==> config.mk <==
export PLATFORM = sky130hd
export DESIGN_NAME = scr1_tapc_dr_chain
export DESIGN_NICKNAME = d
export VERILOG_FILES = /design/src/rtl/scr1_tapc_pkg.sv /design/src/rtl/scr1_tapc_dr_upd.sv /design/src/rtl/scr1_tapc_dr_chain.sv
export SDC_FILE = /design/constraint.sdc
export NUM_CORES = 1
export LEC_CHECK = 0
export CAP_MARGIN = 20
export CORE_ASPECT_RATIO = 1.4
export CORE_MARGIN = 2
export CORE_UTILIZATION = 40
export CTS_BUF_LIST = sky130_fd_sc_hd__clkbuf_4
export CTS_CLUSTER_SIZE = 28
export DETAILED_ROUTE_END_ITERATION = 12
export PLACE_DENSITY = 0.72
export SLEW_MARGIN = 20
export SYNTH_ARGS = -nofsm -noshare
export SYNTH_HDL_FRONTEND = slang
export SYNTH_SLANG_ARGS = --single-unit
==> constraint.sdc <==
create_clock -name clk -period 1.6 [get_ports clk]
set_input_delay 0.4 -clock clk [delete_from_list [all_inputs] [get_ports clk]]
set_output_delay 0.4 -clock clk [all_outputs]
set_load 0.005 [all_outputs]
==> src/rtl/scr1_tapc_pkg.sv <==
// Shared TAP controller definitions.
// Holds the DR shift-direction encoding and a helper to derive it.
package scr1_tapc_pkg;

    typedef enum logic {
        SCR1_DIR_LSB = 1'b0,
        SCR1_DIR_MSB = 1'b1
    } scr1_shift_dir_e;

    function automatic scr1_shift_dir_e scr1_dir(input bit msb_first);
        return msb_first ? SCR1_DIR_MSB : SCR1_DIR_LSB;
    endfunction

endpackage

==> src/rtl/scr1_tapc_dr_upd.sv <==
// DR update stage: shadow register plus valid/ack handshake.
// Ports: clk, rst_n (async), rst_n_sync (sync), upd_en (qualified
// update strobe), upd_ack, shift_reg/shift_cnt from the shift stage;
// outputs upd_data, upd_valid, len_err, overrun (sticky).
module scr1_tapc_dr_upd
    import scr1_tapc_pkg::*;
#(
    parameter int unsigned            SCR1_WIDTH       = 8,
    parameter logic [SCR1_WIDTH-1:0]  SCR1_RESET_VALUE = '0,
    parameter int unsigned            CW               = 4
)(
    input  logic                  clk,
    input  logic                  rst_n,
    input  logic                  rst_n_sync,
    input  logic                  upd_en,
    input  logic                  upd_ack,
    input  logic [SCR1_WIDTH-1:0] shift_reg,
    input  logic [CW-1:0]         shift_cnt,
    output logic [SCR1_WIDTH-1:0] upd_data,
    output logic                  upd_valid,
    output logic                  len_err,
    output logic                  overrun
);

    localparam logic [CW-1:0] CNT_FULL = CW'(SCR1_WIDTH);

    always_ff @(posedge clk or negedge rst_n) begin
        if (!rst_n) begin
            upd_data  <= SCR1_RESET_VALUE;
            upd_valid <= 1'b0;
            len_err   <= 1'b0;
            overrun   <= 1'b0;
        end else if (!rst_n_sync) begin
            upd_data  <= SCR1_RESET_VALUE;
            upd_valid <= 1'b0;
            len_err   <= 1'b0;
            overrun   <= 1'b0;
        end else if (upd_en) begin
            upd_data  <= shift_reg;
            upd_valid <= 1'b1;
            len_err   <= (shift_cnt != CNT_FULL);
            // A same-cycle ack consumes the old word, so no overrun then
            if (upd_valid && !upd_ack) begin
                overrun <= 1'b1;
            end
        end else if (upd_valid && upd_ack) begin
            upd_valid <= 1'b0;
        end
    end

endmodule

==> src/rtl/scr1_tapc_dr_chain.sv <==
// JTAG data register: capture/shift chain with update handshake stage.
// Ports: clk, rst_n (async), rst_n_sync (sync), fsm_dr_* strobes,
// din_serial/din_parallel in; dout_serial/dout_parallel (live chain),
// upd_data/upd_valid/upd_ack handshake, shift_cnt, len_err, overrun.
module scr1_tapc_dr_chain
    import scr1_tapc_pkg::*;
#(
    parameter int unsigned            SCR1_WIDTH       = 8,
    parameter logic [SCR1_WIDTH-1:0]  SCR1_RESET_VALUE = '0,
    parameter bit                     SCR1_MSB_FIRST   = 1'b0,
    localparam int unsigned           CW = $clog2(SCR1_WIDTH + 2)
)(
    input  logic                  clk,
    input  logic                  rst_n,
    input  logic                  rst_n_sync,
    input  logic                  fsm_dr_select,
    input  logic                  fsm_dr_capture,
    input  logic                  fsm_dr_shift,
    input  logic                  fsm_dr_update,
    input  logic                  din_serial,
    input  logic [SCR1_WIDTH-1:0] din_parallel,
    output logic                  dout_serial,
    output logic [SCR1_WIDTH-1:0] dout_parallel,
    output logic [SCR1_WIDTH-1:0] upd_data,
    output logic                  upd_valid,
    input  logic                  upd_ack,
    output logic [CW-1:0]         shift_cnt,
    output logic                  len_err,
    output logic                  overrun
);

    localparam scr1_shift_dir_e DIR     = scr1_dir(SCR1_MSB_FIRST);
    localparam logic [CW-1:0]   CNT_MAX = CW'(SCR1_WIDTH + 1);

    logic [SCR1_WIDTH-1:0] shift_reg;
    logic [SCR1_WIDTH-1:0] shift_nxt;
    logic [CW-1:0]         cnt_nxt;
    logic                  cap_en;
    logic                  sh_en;
    logic                  upd_en;

    // Priority: capture > shift > update
    assign cap_en = fsm_dr_select & fsm_dr_capture;
    assign sh_en  = fsm_dr_select & fsm_dr_shift & ~fsm_dr_capture;
    assign upd_en = fsm_dr_select & fsm_dr_update
                  & ~fsm_dr_capture & ~fsm_dr_shift;

    generate
        if (SCR1_WIDTH == 1) begin : g_w1
            assign shift_nxt   = din_serial;
            assign dout_serial = shift_reg[0];
        end else if (DIR == SCR1_DIR_MSB) begin : g_msb
            assign shift_nxt   = {shift_reg[SCR1_WIDTH-2:0], din_serial};
            assign dout_serial = shift_reg[SCR1_WIDTH-1];
        end else begin : g_lsb
            assign shift_nxt   = {din_serial, shift_reg[SCR1_WIDTH-1:1]};
            assign dout_serial = shift_reg[0];
        end
    endgenerate

    // Saturate one past full length so over-long shifts stay visible
    assign cnt_nxt = (shift_cnt == CNT_MAX) ? shift_cnt
                                            : shift_cnt + CW'(1);

    always_ff @(posedge clk or negedge rst_n) begin
        if (!rst_n) begin
            shift_reg <= SCR1_RESET_VALUE;
            shift_cnt <= '0;
        end else if (!rst_n_sync) begin
            shift_reg <= SCR1_RESET_VALUE;
            shift_cnt <= '0;
        end else if (cap_en) begin
            shift_reg <= din_parallel;
            shift_cnt <= '0;
        end else if (sh_en) begin
            shift_reg <= shift_nxt;
            shift_cnt <= cnt_nxt;
        end
    end

    assign dout_parallel = shift_reg;

    scr1_tapc_dr_upd #(
        .SCR1_WIDTH       (SCR1_WIDTH),
        .SCR1_RESET_VALUE (SCR1_RESET_VALUE),
        .CW               (CW)
    ) i_upd (
        .clk        (clk),
        .rst_n      (rst_n),
        .rst_n_sync (rst_n_sync),
        .upd_en     (upd_en),
        .upd_ack    (upd_ack),
        .shift_reg  (shift_reg),
        .shift_cnt  (shift_cnt),
        .upd_data   (upd_data),
        .upd_valid  (upd_valid),
        .len_err    (len_err),
        .overrun    (overrun)
    );

`ifdef SCR1_TRGT_SIMULATION
    always @(posedge clk) begin
        if (rst_n) begin
            assert (!$isunknown({rst_n_sync, fsm_dr_select,
                                 fsm_dr_capture, fsm_dr_shift,
                                 fsm_dr_update, din_serial,
                                 din_parallel, upd_ack}))
            else $error("scr1_tapc_dr_chain: X on inputs");
        end
    end
`endif

endmodule

# After elaboration in Yosys (flattened, before gate mapping)
# Index checks and enable logic that the tools add are counted.
# classes
n_mux	17
n_eq_ne	7
n_reduce_logical	5
n_bitwise	8
addsub	1
# ops
op	n
two-way mux 8 bit	5
two-way mux 4 bit	4
two-way mux 1 bit	8
bitwise AND 1 bit	6
!= test 3 x 1 -> 1 bit (second input constant)	2
adder 4 x 1 -> 4 bit (second input constant)	1
equality test 4 bit (second input constant)	1
!= test 2 x 1 -> 1 bit (second input constant)	2
!= test 4 bit (second input constant)	1
AND reduction 2 bit	2
!= test 3 bit (second input constant)	1
logical AND 1 bit	2
inverter 1 bit	2
zero test 1 bit	1
# word_totals
output_inout_bits	24
regBits	23
elab_cells	44

# Logic depth before layout (Yosys ltp)
# Gate-level depths: netlist of the first run.
# logic_depth
word_depth	5
ltp_mapped	5

# Hierarchy
# A second synthesis of the first run with hierarchy kept.
# hier_totals
hier_cells	95
hier_area_um2	1162.4
# modules_own_cells
mod	seq_area_each_um2	instances	area_per_inst_um2	cells_per_inst
scr1_tapc_dr_chain	300.3	1	678.2	59
scr1_tapc_dr_upd	275.3	1	484.2	36

# Least setup slack after synthesis of the first run
# No wires, ideal clock.
# synth_path
path_kind	input-to-reg
start	input fsm_dr_capture
end	register i_upd.upd_data[0]
slack_ps	292
t_arrival_ps	1188
path_stages	5
n_path_buf	2
t_required_ps	1480
path_cell_list	buf_6 and4bb_4 buf_12 mux2i_1 nor2b_1
# synth_between
elab_chain_cells	4
# synth_lines
item	line_no	rtl
start, declared	scr1_tapc_dr_chain.sv:17	input logic fsm_dr_capture,
inverter 1 bit	scr1_tapc_dr_chain.sv:46	& ~fsm_dr_capture & ~fsm_dr_shift;
bitwise AND 1 bit (2 in a row)	scr1_tapc_dr_chain.sv:46	
!= test 2 x 1 -> 1 bit (no line)	--	
end signal, assigned	scr1_tapc_dr_upd.sv:39	upd_data <= shift_reg;
end, declared	scr1_tapc_dr_upd.sv:19	output logic [SCR1_WIDTH-1:0] upd_data,
# No other way between the ends.
# A chain may end at the register's enable or synchronous reset.

# Final worst setup path of the first run
# layout_path
start	register shift_reg[0], in the netlist dout_parallel[0]
end	output dout_parallel[0]
# layout_lines
item	line_no	rtl
start, declared	scr1_tapc_dr_chain.sv:35	logic [SCR1_WIDTH-1:0] shift_reg;
start signal, assigned	scr1_tapc_dr_chain.sv:73	shift_reg <= din_parallel;
start signal, assigned	scr1_tapc_dr_chain.sv:76	shift_reg <= shift_nxt;
end, declared	scr1_tapc_dr_chain.sv:23	output logic [SCR1_WIDTH-1:0] dout_parallel,
# No word-level cell between the ends.

==> results list, run 1 <==
- Run status: complete, no violations
* Layout-stage area growth over the synthesis result: 61.7%
- After legalization and detailed placement, the total HPWL measured around 2 mm.
- Filler Cells Inserted: 230
* Share of post-route cells with drive strength above 1: a little over a quarter
- Via density: about 5
* CTS clk-pin slew, worst paths: around 0.13 ns
- Total wirelength of the detailed-routed design: between 2 and 3 mm
- Number of failing setup endpoints in the final timing report: 0
* Power density over the cells: 557 nW/um2
* Largest voltage drop on the vdd net: between 400 and 500 uV
- The die is around 68 um tall.
- Antenna violations before repair: 0
- Net switching is approximately 24% of the power.
- # diodes: 0
- First-pass GRT wire length: ~4.7 mm
- Mapped Avg Cell Area: about 12 um2
- Of all nets on the critical path, the largest fanout is 3.
* Clock tree root driver cell: sky130_fd_sc_hd__clkbuf_4
- Cell Int Power: about 0.80 mW
* Total global routing track utilization: 18.5%
- The clock period could shrink to 1.51 ns.
* Psw: 0.259 mW
- CTS built an H-tree with a depth of 1.
* Sink Count: 23
- Area leader, netlist: sky130_fd_sc_hd__dfrtp_1
- The worst register-to-register path has a setup slack of approximately 0.28 ns.
* Most numerous cell in the Yosys netlist: sky130_fd_sc_hd__dfrtp_1
* I/O pin count: ~40
- The detail route stage leaves a number of antenna-violating nets equal to 0.
- Of the post-synthesis cell area, the dominant cell type holds a little under 50%.
- At the later pin of the worst-skew pair, clock insertion delay measures 0.32 ns.
* Worst setup path class: reg2out
* Via count of the first global-routing pass: 1,064
- For the pin with the worst max-slew slack, the measured transition is around 0.29 ns.
- Largest net degree at the start of global routing: 24
- Startpoint of the lowest-slack register-to-register path: shift_cnt[0]$_DFFE_PN0P_
- After floorplanning, the core was divided into 23 placement rows.
- R2R depth: 5
- Maximum buffer depth of the clock tree: 2
- Placeable Area: around 2800 um2
- In the finished design, the share of the clock period the worst path needs comes to 94.1%.
- Violation count after the first detailed-routing iteration: 20
* Final #Nets: approximately 190
* Mapped Nets: about 120
- Number of design rule violations left after detail routing: 0
- Derived from the worst setup path, the maximum achievable clock frequency is approximately 0.66 GHz.
* Number of hold-slack violations in the final timing report: 0
* Routability congestion estimate from global placement: ~0.75
* Clock network fraction of total power: about a quarter
- After routing the design area is approximately 1900 um2.
- After synthesis, flip-flops and latches occupy between 40% and 50% of the total area.
- The initial utilization of the core area, before any placement, comes to between 40% and 50%.
- Number of buffers inserted during clock tree synthesis: 3
- TritonCTS clock tree: yes
* Startpoint Class: flop
- In the synthesized netlist the dominant register cell turns out to be sky130_fd_sc_hd__dfrtp_1.
* Critical R2R Capture: shift_cnt[1]$_DFFE_PN0P_
- The analysis attributes to cell leakage a power of approximately 1.2 nW.
- Counting flops with an async set or reset pin after synthesis yields a share of 100%.
* RSZ-0062 raised after global routing: false
- Crit path DAT: approximately 1.1 ns
* Slew Limit Fails: 0
- The commonest cells after synthesis are 23 x sky130_fd_sc_hd__dfrtp_1, 17 x sky130_fd_sc_hd__mux2i_1, 11 x sky130_fd_sc_hd__nor2b_1.
- Die width: about 50 um
- Of the total power, combinational logic draws between 10% and 20%.
* Seq pwr share: 56.3%
* Number of vias after detailed routing: about 1,000
- After synthesis, the cell types taking the most area are sky130_fd_sc_hd__dfrtp_1 49%, sky130_fd_sc_hd__mux2i_1 14%, sky130_fd_sc_hd__o2bb2ai_1 6.0%.
- In this run the worst setup path begins at dout_parallel[0]$_DFFE_PN0P_.
- Final clock skew: roughly 0.012 ns
* Slew HR: between 80% and 90%
* Number of library cell types mapped by synthesis: 29
- The cell count after synthesis came out at 97.
* Post-synthesis sequential element count: 23
- For this run, the number of Yosys warnings is 0.
- The path class of the tightest hold or removal check is in2async.
- Grt ovf: 0
- The synthesized design contains 0 enable-type register cells.
* Kind of end point of the critical path: output port
- Full die area: roughly 3400 um2
* Count of max-cap constraint violations: 0
- Number of search-and-repair iterations in the first detailed-routing pass: 4
- STA puts the critical path data required time at around 1.2 ns.
- Port-buffer cells: 40
- Hold timing on the final database bottoms out at a slack of around 0.44 ns.
* Cell area after placement: between 1500 and 2000 um2
* Drt wl/cell: 14.2 um
- Post-synthesis instance area: around 1200 um2
==> what timing repair did <==
action,CTS,global route
hold buffers,0,0
setup buffers,18,6
cloned,0,0
endpoints found under the setup margin,20,13
gates resized for setup,12,13
==> power by group through the flow <==
stage	sequential (mW)	combinational, mW	clock (mW)
3_5_place_dp	0.615	0.172	0
4_1_cts	0.598	0.191	0.280
6_report	0.597	0.193	0.270
5_1_grt	0.599	0.210	0.314
2_1_floorplan	0.613	0.0640	0
3_3_place_gp	0.614	0.169	0
==> worst max path at each step <==
stage | end | slack (ns) | cells after the start
2_1_floorplan | i_upd.upd_data[0]$_DFFE_PN0P_ | 0.29 | 5
3_3_place_gp | i_upd.upd_data[2]$_DFFE_PN0P_ | -0.10 | 4
3_5_place_dp | i_upd.upd_data[6]$_DFFE_PN0P_ | -0.16 | 4
4_1_cts | dout_parallel[4] | 0.002 | 1
5_1_grt | dout_parallel[0] | 0.03 | 2
6_report | dout_parallel[0] | 0.09 | 2
==> cells by family (layout without fill, tap and decap cells) <==
| kind of cell | count (synthesis) | after routing | share of synthesized area [%] |
|---|---|---|---|
| flops | 23 | 23 | 48.9 |
| fa+ha+maj | 3 | 3 | 3.19 |
| simple gates | 27 | 27 | 15.9 |
| compound gates | 19 | 19 | 12.4 |
| buf+inv | 8 | 84 | 5.10 |
| mux | 17 | 17 | 14.5 |
==> flip-flops by register name (all words and copies together), names as in the netlist <==
register / flops
dout_parallel: 8
i_upd.upd_data: 8
shift_cnt: 4
i_upd.len_err: 1
i_upd.overrun: 1
i_upd.upd_valid: 1
==> stage by stage <==
step / util [%] / power, mW / TNS [ns] / setup WS (ns) / instances
final: 66.8 / 1.06 / 0 / 0.0937 / 210
after global routing: 66.8 / 1.12 / 0 / 0.0253 / 210
after CTS: 64.1 / 1.07 / 0 / 0.00198 / 204
after detailed placement: 58.8 / 0.787 / -1.94 / -0.162 / 182
after global placement: 58.8 / 0.783 / -1.20 / -0.103 / 182
after floorplan: - / 0.677 / 0 / 0.292 / 97
==> layout by cell type, fill, tap and decap left out, types with 2 or more instances in the layout <==
cell type and count:
sky130_fd_sc_hd__inv_1 2, sky130_fd_sc_hd__nand3b_1 2, sky130_fd_sc_hd__clkdlybuf4s50_1 16, sky130_fd_sc_hd__o21ai_0 3, sky130_fd_sc_hd__dfrtp_1 22, sky130_fd_sc_hd__nor2b_1 11
sky130_fd_sc_hd__ha_1 3, sky130_fd_sc_hd__o2bb2ai_1 8, sky130_fd_sc_hd__dlymetal6s2s_1 13, sky130_fd_sc_hd__clkbuf_4 3, sky130_fd_sc_hd__a21boi_0 3, sky130_fd_sc_hd__buf_4 38
sky130_fd_sc_hd__and3b_1 3, sky130_fd_sc_hd__mux2i_1 17, sky130_fd_sc_hd__dlygate4sd2_1 11, sky130_fd_sc_hd__nand3_1 3
==> final cells by class <==
type,instances,area [um2],area share [%]
timing repair buffer,78,704,37.0
clock inverter,1,5.00,0.263
tap,37,46.3,2.43
sequential,23,577,30.3
clock buffer,3,22.5,1.18
multi-input combinational,66,542,28.4
inverter,2,7.51,0.394
==> layer usage <==
| layer | track usage, % | routed length [um] |
|---|---|---|
| met2 | 33.5 | 1570 |
| met3 | 2.18 | 91 |
| met1 | 21.5 | 1260 |
| met5 | 0 | 0 |
| met4 | 9.38 | 55 |
==> worst max-delay path, cell delays in order, from the launching register on <==
cell and delay, ns:
sky130_fd_sc_hd__dfrtp_1 0.40, sky130_fd_sc_hd__buf_4 0.14, sky130_fd_sc_hd__dlygate4sd2_1 0.26
Power figures use the tool's default switching activity.
==> inputs of run 2 (changes only) <==
Settings changed: PLACE_DENSITY 0.72 to 0.79.
==> run 2 against run 1 <==
Via count decreased by 1.2%. Utilization decreased by 0.88 points. Register-to-register slack got worse by 0.18 ns. Critical path type unchanged. Critical path depth unchanged. Critical endpoint unchanged. First-iteration DRC count increased by 25%. Global-route usage decreased by 0.46 points. Highest routed layer unchanged. Clock skew decreased by 0.0042 ns. Maximum frequency increased by 0.53%. Combinational power decreased by 2%.
==> results list, run 2 (same netlist as run 1, synthesis figures left out) <==
* Seq pwr share: 56.9% (+0.6 points)
- Drt wl/cell: 14.8 um (+4.4%)
- HPWL after DPL: 1.99 mm (+2.1%)
* I/O pin count: 41 (unchanged)
- The slew at the pin closest to its max-slew limit is 0.273 ns (-0.0176 ns).
- Worst-case setup slack after placement: -0.158 ns (+0.00382 ns)
- The internal power of the cells came to 0.797 mW (-0.62%).
* Crit path DAT: 1.10 ns (about the same)
- The width of the die came to 49.9 um (unchanged).
- Full die area: 3400 um2 (unchanged)
- Slew Limit Fails: 0 (unchanged)
- From synthesis to final layout, the design area changed by 59.6%.
* Switching share of total power: 24.2% (-0.26 points)
* Critical path depth: 2 (unchanged)
- The power dissipated by switching net loads was 0.254 mW (-2.0%).
* Worst hold slack: 0.416 ns (-0.0222 ns)
* # diodes: 0 (unchanged)
- The count of final hold-check violations was 0 (unchanged).
- In the layout the commonest cells are 33 x sky130_fd_sc_hd__buf_4, 21 x sky130_fd_sc_hd__dfrtp_1, 17 x sky130_fd_sc_hd__mux2i_1.
* Number of failing setup endpoints in the final timing report: 0 (unchanged)
* Later-pin clock latency in the skew report: 0.31 ns (about the same)
* Post-layout instance count excluding filler cells: 205 (-2.4%)
- The first-pass iteration count of the detailed router came to 4 (unchanged).
- Walking the worst path, the cells encountered are buf_4 -> dlygate4sd2_1.
- Shortest period the worst path allows: 1.50 ns (-0.00794 ns)
- The part of the total power dissipated in combinational logic is 18.0% (-0.2 points).
- The setup clock skew after layout came to 0.00821 ns (-0.00419 ns).
- Run status: complete, no violations
- The power per standard cell area was 559 nW/um2 (+0.36%).
* Area of the multi-input gates: 542 um2 (unchanged)
- The max-slew headroom at the worst pin was 81.5% (+0.91 points).
- Maximum operating frequency: 0.667 GHz (+0.53%)
- The buffer and inverter count on the worst path was 2 (unchanged).
- Violation count after the first detailed-routing iteration: 25 (+25%)
* Clock network fraction of total power: 25.1% (-0.4 points)
- Clock tree root driver cell: sky130_fd_sc_hd__clkbuf_4
* Period Utilization, post-route: 93.6% (-0.50 points)
* Number of design rule violations left after detail routing: 0 (unchanged)
- Via density: 5.05 (+1.2%)
- The number of global-route vias before repair is 1,014 (-4.7%).
- End-of-flow core utilization: 66.0% (-0.88 points)
- The worst reg2reg path depth is 7 (+2).
* Startpoint Class: flop
- The count of hold buffers inserted by post-cts repair came to 0 (unchanged).
- TritonCTS clock tree: yes
- Family with the most delay on the worst path: flip-flops
- Startpoint of the lowest-slack register-to-register path: shift_cnt[1]$_DFFE_PN0P_
- The number of port buffers is 40 (unchanged).
* CTS clk-pin slew, worst paths: 0.13 ns (about the same)
- The effective utilization at floorplan is 41.3% (unchanged).
- RSZ-0062 raised after global routing: false
- Number of routed nets with antenna violations: 0 (unchanged)
- FF+latch area: 578 um2 (+0.22%)
* Worst setup slack after layout: 0.102 ns (+0.00794 ns)
- The highest fanout seen on the critical path was 3 (unchanged).
- The total non-filler cell area in the finished layout was 1880 um2 (-1.3%).
* Required time worst endpoint: 1.20 ns (about the same)
- Placeable Area: 2850 um2 (unchanged)
- STA classifies the critical path endpoint as an output port.
- Hold WC Path Type: in2async
- The global-route wire length before repair is 4.64 mm (-1.3%).
* Cell Rows: 23 (unchanged)
* Worst reg2reg setup slack: 0.10 ns (-0.18 ns)
* Filler Cells Inserted: 227 (-1.3%)
- The initial antenna violation count was 0 (unchanged).
* Die height: 68.2 um (unchanged)
* Sink Count: 23 (unchanged)
- The total number of nets in the final design was 189 (-2.6%).
- The maximum number of pins on one net before global-route repair is 24 (unchanged).
- Share of post-route cells with drive strength above 1: 24.4% (-1.6 points)
* Maximum buffer depth of the clock tree: 2 (unchanged)
- Slowest stage cell on the critical path: sky130_fd_sc_hd__dfrtp_1
- Total wirelength of the detailed-routed design: 3.03 mm (+1.9%)
- Worst setup path class: reg2out
* Leakage: 1.18 nW (+1.3%)
- The area of placed instances came to 1660 um2 (-0.90%).
- The H-tree level count was 1 (unchanged).
* Placed Instances: 180 (-1.1%)
- Number of vias after detailed routing: 1,036 (-1.2%)
- The endpoint identified for the worst register-to-register timing path is shift_cnt[0]$_DFFE_PN0P_.
- Count of max-cap constraint violations: 0 (unchanged)
* Grt ovf: 0 (unchanged)
- The stage delay of the slowest cell on the critical path came to 0.40 ns (about the same).
- Largest voltage drop on the vdd net: 505 uV (+1.9%)
- The total global routing track utilization came to 18.0% (-0.46 points).
- Routability congestion estimate from global placement: 0.716 (-4.6%)
* Most common library cell in the layout ignoring fill and taps: sky130_fd_sc_hd__buf_4
- Number of buffers inserted during clock tree synthesis: 3 (unchanged)
## run 2: cell count changes in the layout (fill, tap and decap cells not counted)
cell and change:
sky130_fd_sc_hd__buf_4 -5, sky130_fd_sc_hd__dfrtp_1 -1, sky130_fd_sc_hd__dlygate4sd2_1 -3, sky130_fd_sc_hd__dfrtp_2 +1, sky130_fd_sc_hd__dlymetal6s2s_1 +3
## run 2: layout make-up
class | instances | area share [%]
multi-input cells | 66 | 28.8
inverters | 2 | 0.399
clock buffers | 3 | 1.20
repair buffers | 73 | 36.1
flip-flops and latches | 23 | 30.8
clock inverters | 1 | 0.266
well taps | 37 | 2.46
## run 2: worst max path at each step
stage / start / endpoint / slack, ns
after floorplan: fsm_dr_capture / i_upd.upd_data[0]$_DFFE_PN0P_ / 0.29
after global placement: fsm_dr_select / i_upd.upd_data[5]$_DFFE_PN0P_ / -0.1
after detailed placement: fsm_dr_select / i_upd.upd_data[4]$_DFFE_PN0P_ / -0.16
after CTS: shift_cnt[0]$_DFFE_PN0P_ / shift_cnt[0] / 0.003
after global routing: shift_cnt[1]$_DFFE_PN0P_ / shift_cnt[0]$_DFFE_PN0P_ / 0.02
final: dout_parallel[0]$_DFFE_PN0P_ / dout_parallel[0] / 0.10
## run 2: worst reg2reg max path, stage by stage (launching register included)
cell	delay, ns
sky130_fd_sc_hd__dfrtp_1	0.39
sky130_fd_sc_hd__buf_4	0.11
sky130_fd_sc_hd__buf_4	0.11
sky130_fd_sc_hd__inv_1	0.06
sky130_fd_sc_hd__ha_1	0.19
sky130_fd_sc_hd__and3b_1	0.18
sky130_fd_sc_hd__o21ai_0	0.22
sky130_fd_sc_hd__a21boi_0	0.12
## run 2: per-stage QoR
stage,TNS [ns],power (mW)
2_1_floorplan,0,0.677
3_5_place_dp,-2.40,0.784
5_1_grt,0,1.11
4_1_cts,0,1.06
3_3_place_gp,-1.12,0.778
6_report,0,1.05
## run 2: what timing repair did
action                                 CTS  global route
endpoints found under the hold margin    0             0
cloned                                   0             0
gates resized for setup                 10            16
setup endpoints to repair               18            16
setup buffers                           15             6
## run 2: per-layer routing
layer  share of wire (%)  GRT usage [%]  wire length, um
met4                 1.4           6.25               43
met1                  39           20.9             1190
met2                  56           34.0             1710
met5                   0              0                0
met3                 2.8           2.18               84
## run 2: power by group through the flow
stage	registers [mW]	logic, mW	clock network [mW]
after floorplan	0.613	0.0640	0
after global placement	0.614	0.164	0
after detailed placement	0.614	0.169	0
after CTS	0.598	0.187	0.277
after global routing	0.600	0.204	0.307
final	0.598	0.189	0.264
==> inputs of run 3 (changes only) <==
Settings changed: CTS_CLUSTER_DIAMETER set to 40, SLEW_MARGIN 20 to 10, SYNTH_HIERARCHICAL set to 1.
==> run 3 against run 2 <==
Synthesized cell count down 2.1%. Count of clock-buffer cells in the layout is the same. Largest cell class unchanged. Critical endpoint is now shift_cnt[1]$_DFFE_PN0P_. Combinational power is essentially flat. Routed wire length fell by 0.89%.
==> results list, run 3 <==
- The first-pass iteration count of the detailed router was 4 (unchanged).
- The count of nets left with antenna violations after detail routing is 0 (unchanged).
- The die height is 67.8 um (-0.60%).
* Cell Int Power: 0.795 mW (-0.21%)
- Largest voltage drop on the vdd net: 439 uV (-13%)
- Period Utilization, post-route: 95.9% (+2.2 points)
- Grt ovf: 0 (unchanged)
* Number of library cell types mapped by synthesis: 30 (+3.4%)
- Number of buffers inserted during clock tree synthesis: 3 (unchanged)
* Psw: 0.262 mW (+3.1%)
- Die width: 49.6 um (-0.58%)
* Global routing usage on met1: 21.2% (+0.26 points)
- The number of top-level pins is 41 (unchanged).
- The detailed placement HPWL was 2.17 mm (+8.8%).
- The ratio of routed vias to standard cells was 5.03 (-0.56%).
- The arrival time at the worst endpoint is 1.75 ns (+0.65 ns).
- Routability congestion estimate from global placement: 0.854 (+19%)
* First-pass GRT wire length: 4.86 mm (+4.6%)
- Setup repair after global routing left no endpoint under its margin.
* Final #Nets: 180 (-4.8%)
* Most used DFF post-synth: sky130_fd_sc_hd__dfrtp_1
- The run finished with clean final reports.
- sky130_fd_sc_hd__dfrtp_1 is the most common cell in the netlist.
- The area of placed instances is 1670 um2 (+0.30%).
- Worst setup slack after layout: 0.0659 ns (-0.0357 ns)
* Initial standard-cell utilization of the core: 41.2% (-0.11 points)
- The setup clock skew after layout was 0.00506 ns (-0.00315 ns).
* Startpoint Class: primary input
- The kind of cell with the highest combined delay along the critical path is buffers and inverters.
* Total global routing track utilization: 19.5% (+1.5 points)
- Sorting the synthesized cells by area gives the leading types as sky130_fd_sc_hd__dfrtp_1 50%, sky130_fd_sc_hd__mux2i_1 16%, sky130_fd_sc_hd__o2bb2ai_1 6.0%.
- The buffer and inverter count on the worst path is 2 (unchanged).
* Layout-stage area growth over the synthesis result: 60.0%
- Post-synthesis sequential element count: 23 (unchanged)
* Met2 track demand over resource: 36.8% (+2.8 points)
- Clock network fraction of total power: 25.0% (about the same)
- Power density over the cells: 568 nW/um2 (+1.7%)
- TritonCTS built the clock tree.
- Number of design rule violations left after detail routing: 0 (unchanged)
- The share of synthesized registers carrying an async set or reset came to 100% (unchanged).
- Synth warn: 6 (+6)
- Hold Buf Count CTS: 0 (unchanged)
- The top cell type's share of synthesized area is 49.5% (+0.63 points).
- Leakage: 1.19 nW (+0.88%)
* Worst setup path class: in2reg
- Leaving out fill and tap cells, the most frequent cells in the layout are 26 x sky130_fd_sc_hd__buf_4, 22 x sky130_fd_sc_hd__dfrtp_1, 18 x sky130_fd_sc_hd__dlymetal6s2s_1.
- The biggest area contributor in the post-synthesis netlist is sky130_fd_sc_hd__dfrtp_1.
- The library cell used most frequently in the layout, excluding fill and tap cells, is sky130_fd_sc_hd__buf_4.
- Number of vias after detailed routing: 990 (-4.4%)
- Mapped Avg Cell Area: 12.2 um2 (+0.80%)
* Peak fanout along the critical path: 7 (+4)
- The part of the total power dissipated in combinational logic was 18.2% (+0.2 points).
* End-of-flow core utilization: 65.9% (about the same)
- Switching share of total power: 24.8% (+0.60 points)
- Count of mapped cells out of synthesis: 95 (-2.1%)
- Number of H-tree levels: 1 (unchanged)
- The proportion of power drawn by flip-flops and latches was 56.8% (about the same).
- Port-buffer cells: 40 (unchanged)
- Slew Limit Fails: 0 (unchanged)
* CTS clk-pin slew, worst paths: 0.13 ns (about the same)
- Largest net degree at the start of global routing: 24 (unchanged)
- Total wirelength of the detailed-routed design: 3.01 mm (-0.89%)
- The data required time at the worst endpoint is 1.82 ns (+0.62 ns).
- The net count after synthesis came to 114 (-2.6%).
* Number of hold-slack violations in the final timing report: 0 (unchanged)
- The highest attainable clock frequency is 0.652 GHz (-2.3%).
- The total non-filler cell area in the finished layout is 1860 um2 (-1.1%).
- The number of clock sinks seen by CTS is 23 (unchanged).
- Slowest stage cell on the critical path: sky130_fd_sc_hd__clkdlybuf4s50_1
- The die area came to 3360 um2 (-1.2%).
- The number of setup violations in the final report came to 0 (unchanged).
- Share of post-route cells with drive strength above 1: 23.8% (-0.65 points)
* Share of the yosys chip area belonging to registers: 49.5% (+0.63 points)
- Cell Rows: 23 (unchanged)
* Maximum buffer depth of the clock tree: 2 (unchanged)
* Worst-case setup slack after placement: -0.293 ns (-0.135 ns)
- Worst hold slack: 0.430 ns (+0.0142 ns)
- Kind of end point of the critical path: flop
- Cell types with the highest counts after synthesis: 23 x sky130_fd_sc_hd__dfrtp_1, 18 x sky130_fd_sc_hd__mux2i_1, 10 x sky130_fd_sc_hd__nor2b_1
- GRT met3 Usage: 2.21% (+0.029 points)
* Via count of the first global-routing pass: 1,051 (+3.6%)
- The number of enable flip-flop cells after synthesis is 0 (unchanged).
- The number of antenna cells inserted was 0 (unchanged).
- The total negative slack for setup checks is 0 ns (unchanged).
- Clock tree root driver cell: sky130_fd_sc_hd__clkbuf_4
- Drt wl/cell: 15.3 um (+3.1%)
- met2 is the most crowded layer.
- The number of maximum-capacitance constraint violations was 0 (unchanged).
* Shortest period the worst path allows: 1.53 ns (+0.0357 ns)
- The initial antenna violation count came to 0 (unchanged).
- Post-synthesis instance area: 1160 um2 (-1.3%)
* Slew HR: 78.2% (-3.3 points)
- The path class of the tightest hold or removal check is in2async.
- The stage delay of the slowest cell on the critical path came to 0.54 ns (+0.14 ns).
- Crit-path cells: clkdlybuf4s50_1 -> buf_4 -> and3b_1 -> and3_1 -> a211oi_2
* Worst-margin pin slew: 0.327 ns (+0.0532 ns)
- The clock latency on the worst-skew pair came to 0.31 ns (about the same).
- The area of the placeable core was 2820 um2 (-1.0%).
* Violation count after the first detailed-routing iteration: 13 (-48%)
-- run 3: cell count changes after synthesis, moves of 2 or more --
cell / before / now
sky130_fd_sc_hd__nand2_1: 1 / 4
sky130_fd_sc_hd__a21boi_0: 3 / 0
sky130_fd_sc_hd__o21ai_0: 3 / 1
sky130_fd_sc_hd__nand3_1: 3 / 1
-- run 3: path summary, 6_finish.rpt --
path	startpoint	end	slack (ns)	cells after the start
min reg2reg	i_upd/overrun$_DFFE_PN0P_	i_upd/overrun$_DFFE_PN0P_	0.50	1
max in group asynchronous	rst_n	shift_cnt[1]$_DFFE_PN0P_	0.93	2
max	fsm_dr_capture	shift_cnt[1]$_DFFE_PN0P_	0.07	5
min	rst_n	dout_parallel[3]$_DFFE_PN0P_	0.43	2
max reg2reg	shift_cnt[0]$_DFFE_PN0P_	shift_cnt[1]$_DFFE_PN0P_	0.16	6
min in group clk	i_upd/overrun$_DFFE_PN0P_	i_upd/overrun$_DFFE_PN0P_	0.50	1
-- run 3: layout make-up --
class                           count  area (um2)
Fill cell                         222         961
Timing Repair Buffer               67         643
Sequential cell                    23         577
Multi-Input combinational cell     65         562
Tap cell                           37        46.3
Clock buffer                        3        22.5
Clock inverter                      1        5.00
Inverter                            1        3.75
-- run 3: worst reg2reg max path, delay by kind of cell, from the launching register on --
kind	cells	cell delay, ns
compound gates	1	0.26
fa+ha+maj	1	0.19
buf+inv	2	0.28
flops	1	0.39
simple gates	2	0.23
-- run 3: repair_timing --
action | in CTS | in global routing
setup buffers | 15 | 1
endpoints found under the hold margin | 0 | 0
pin swaps | 0 | 1
endpoints found under the setup margin | 16 | 18
gates resized for setup | 8 | 20
-- run 3: stage by stage --
stage	power (mW)	instances
finish	1.06	197
global route	1.11	197
CTS	1.07	196
detailed placement	0.792	177
global placement	0.786	177
floorplan	0.683	95
-- run 3: power groups by stage --
stage          combinational, mW  clock [mW]  sequential, mW
2_1_floorplan             0.0671           0           0.616
3_3_place_gp               0.171           0           0.615
3_5_place_dp               0.176           0           0.617
4_1_cts                    0.192       0.274           0.600
5_1_grt                    0.207       0.299           0.603
6_report                   0.192       0.264           0.600
-- run 3: layer usage --
| metal | vias to the layer above | share of wire (%) |
|---|---|---|
| li1 | 475 | - |
| met1 | 481 | 40 |
| met2 | 30 | 55 |
| met3 | 4 | 3.5 |
| met4 | 0 | 1.5 |
| met5 | - | 0 |
-- run 3: cells by family after synthesis --
group                    synth area share [%]
AND/OR/NAND/NOR                          16.9
adder cells (fa/ha/maj)                  2.15
buffers and inverters                    3.77
AO/OA/AOI/OAI                            12.2
flip-flops                               49.5
multiplexers                             15.5
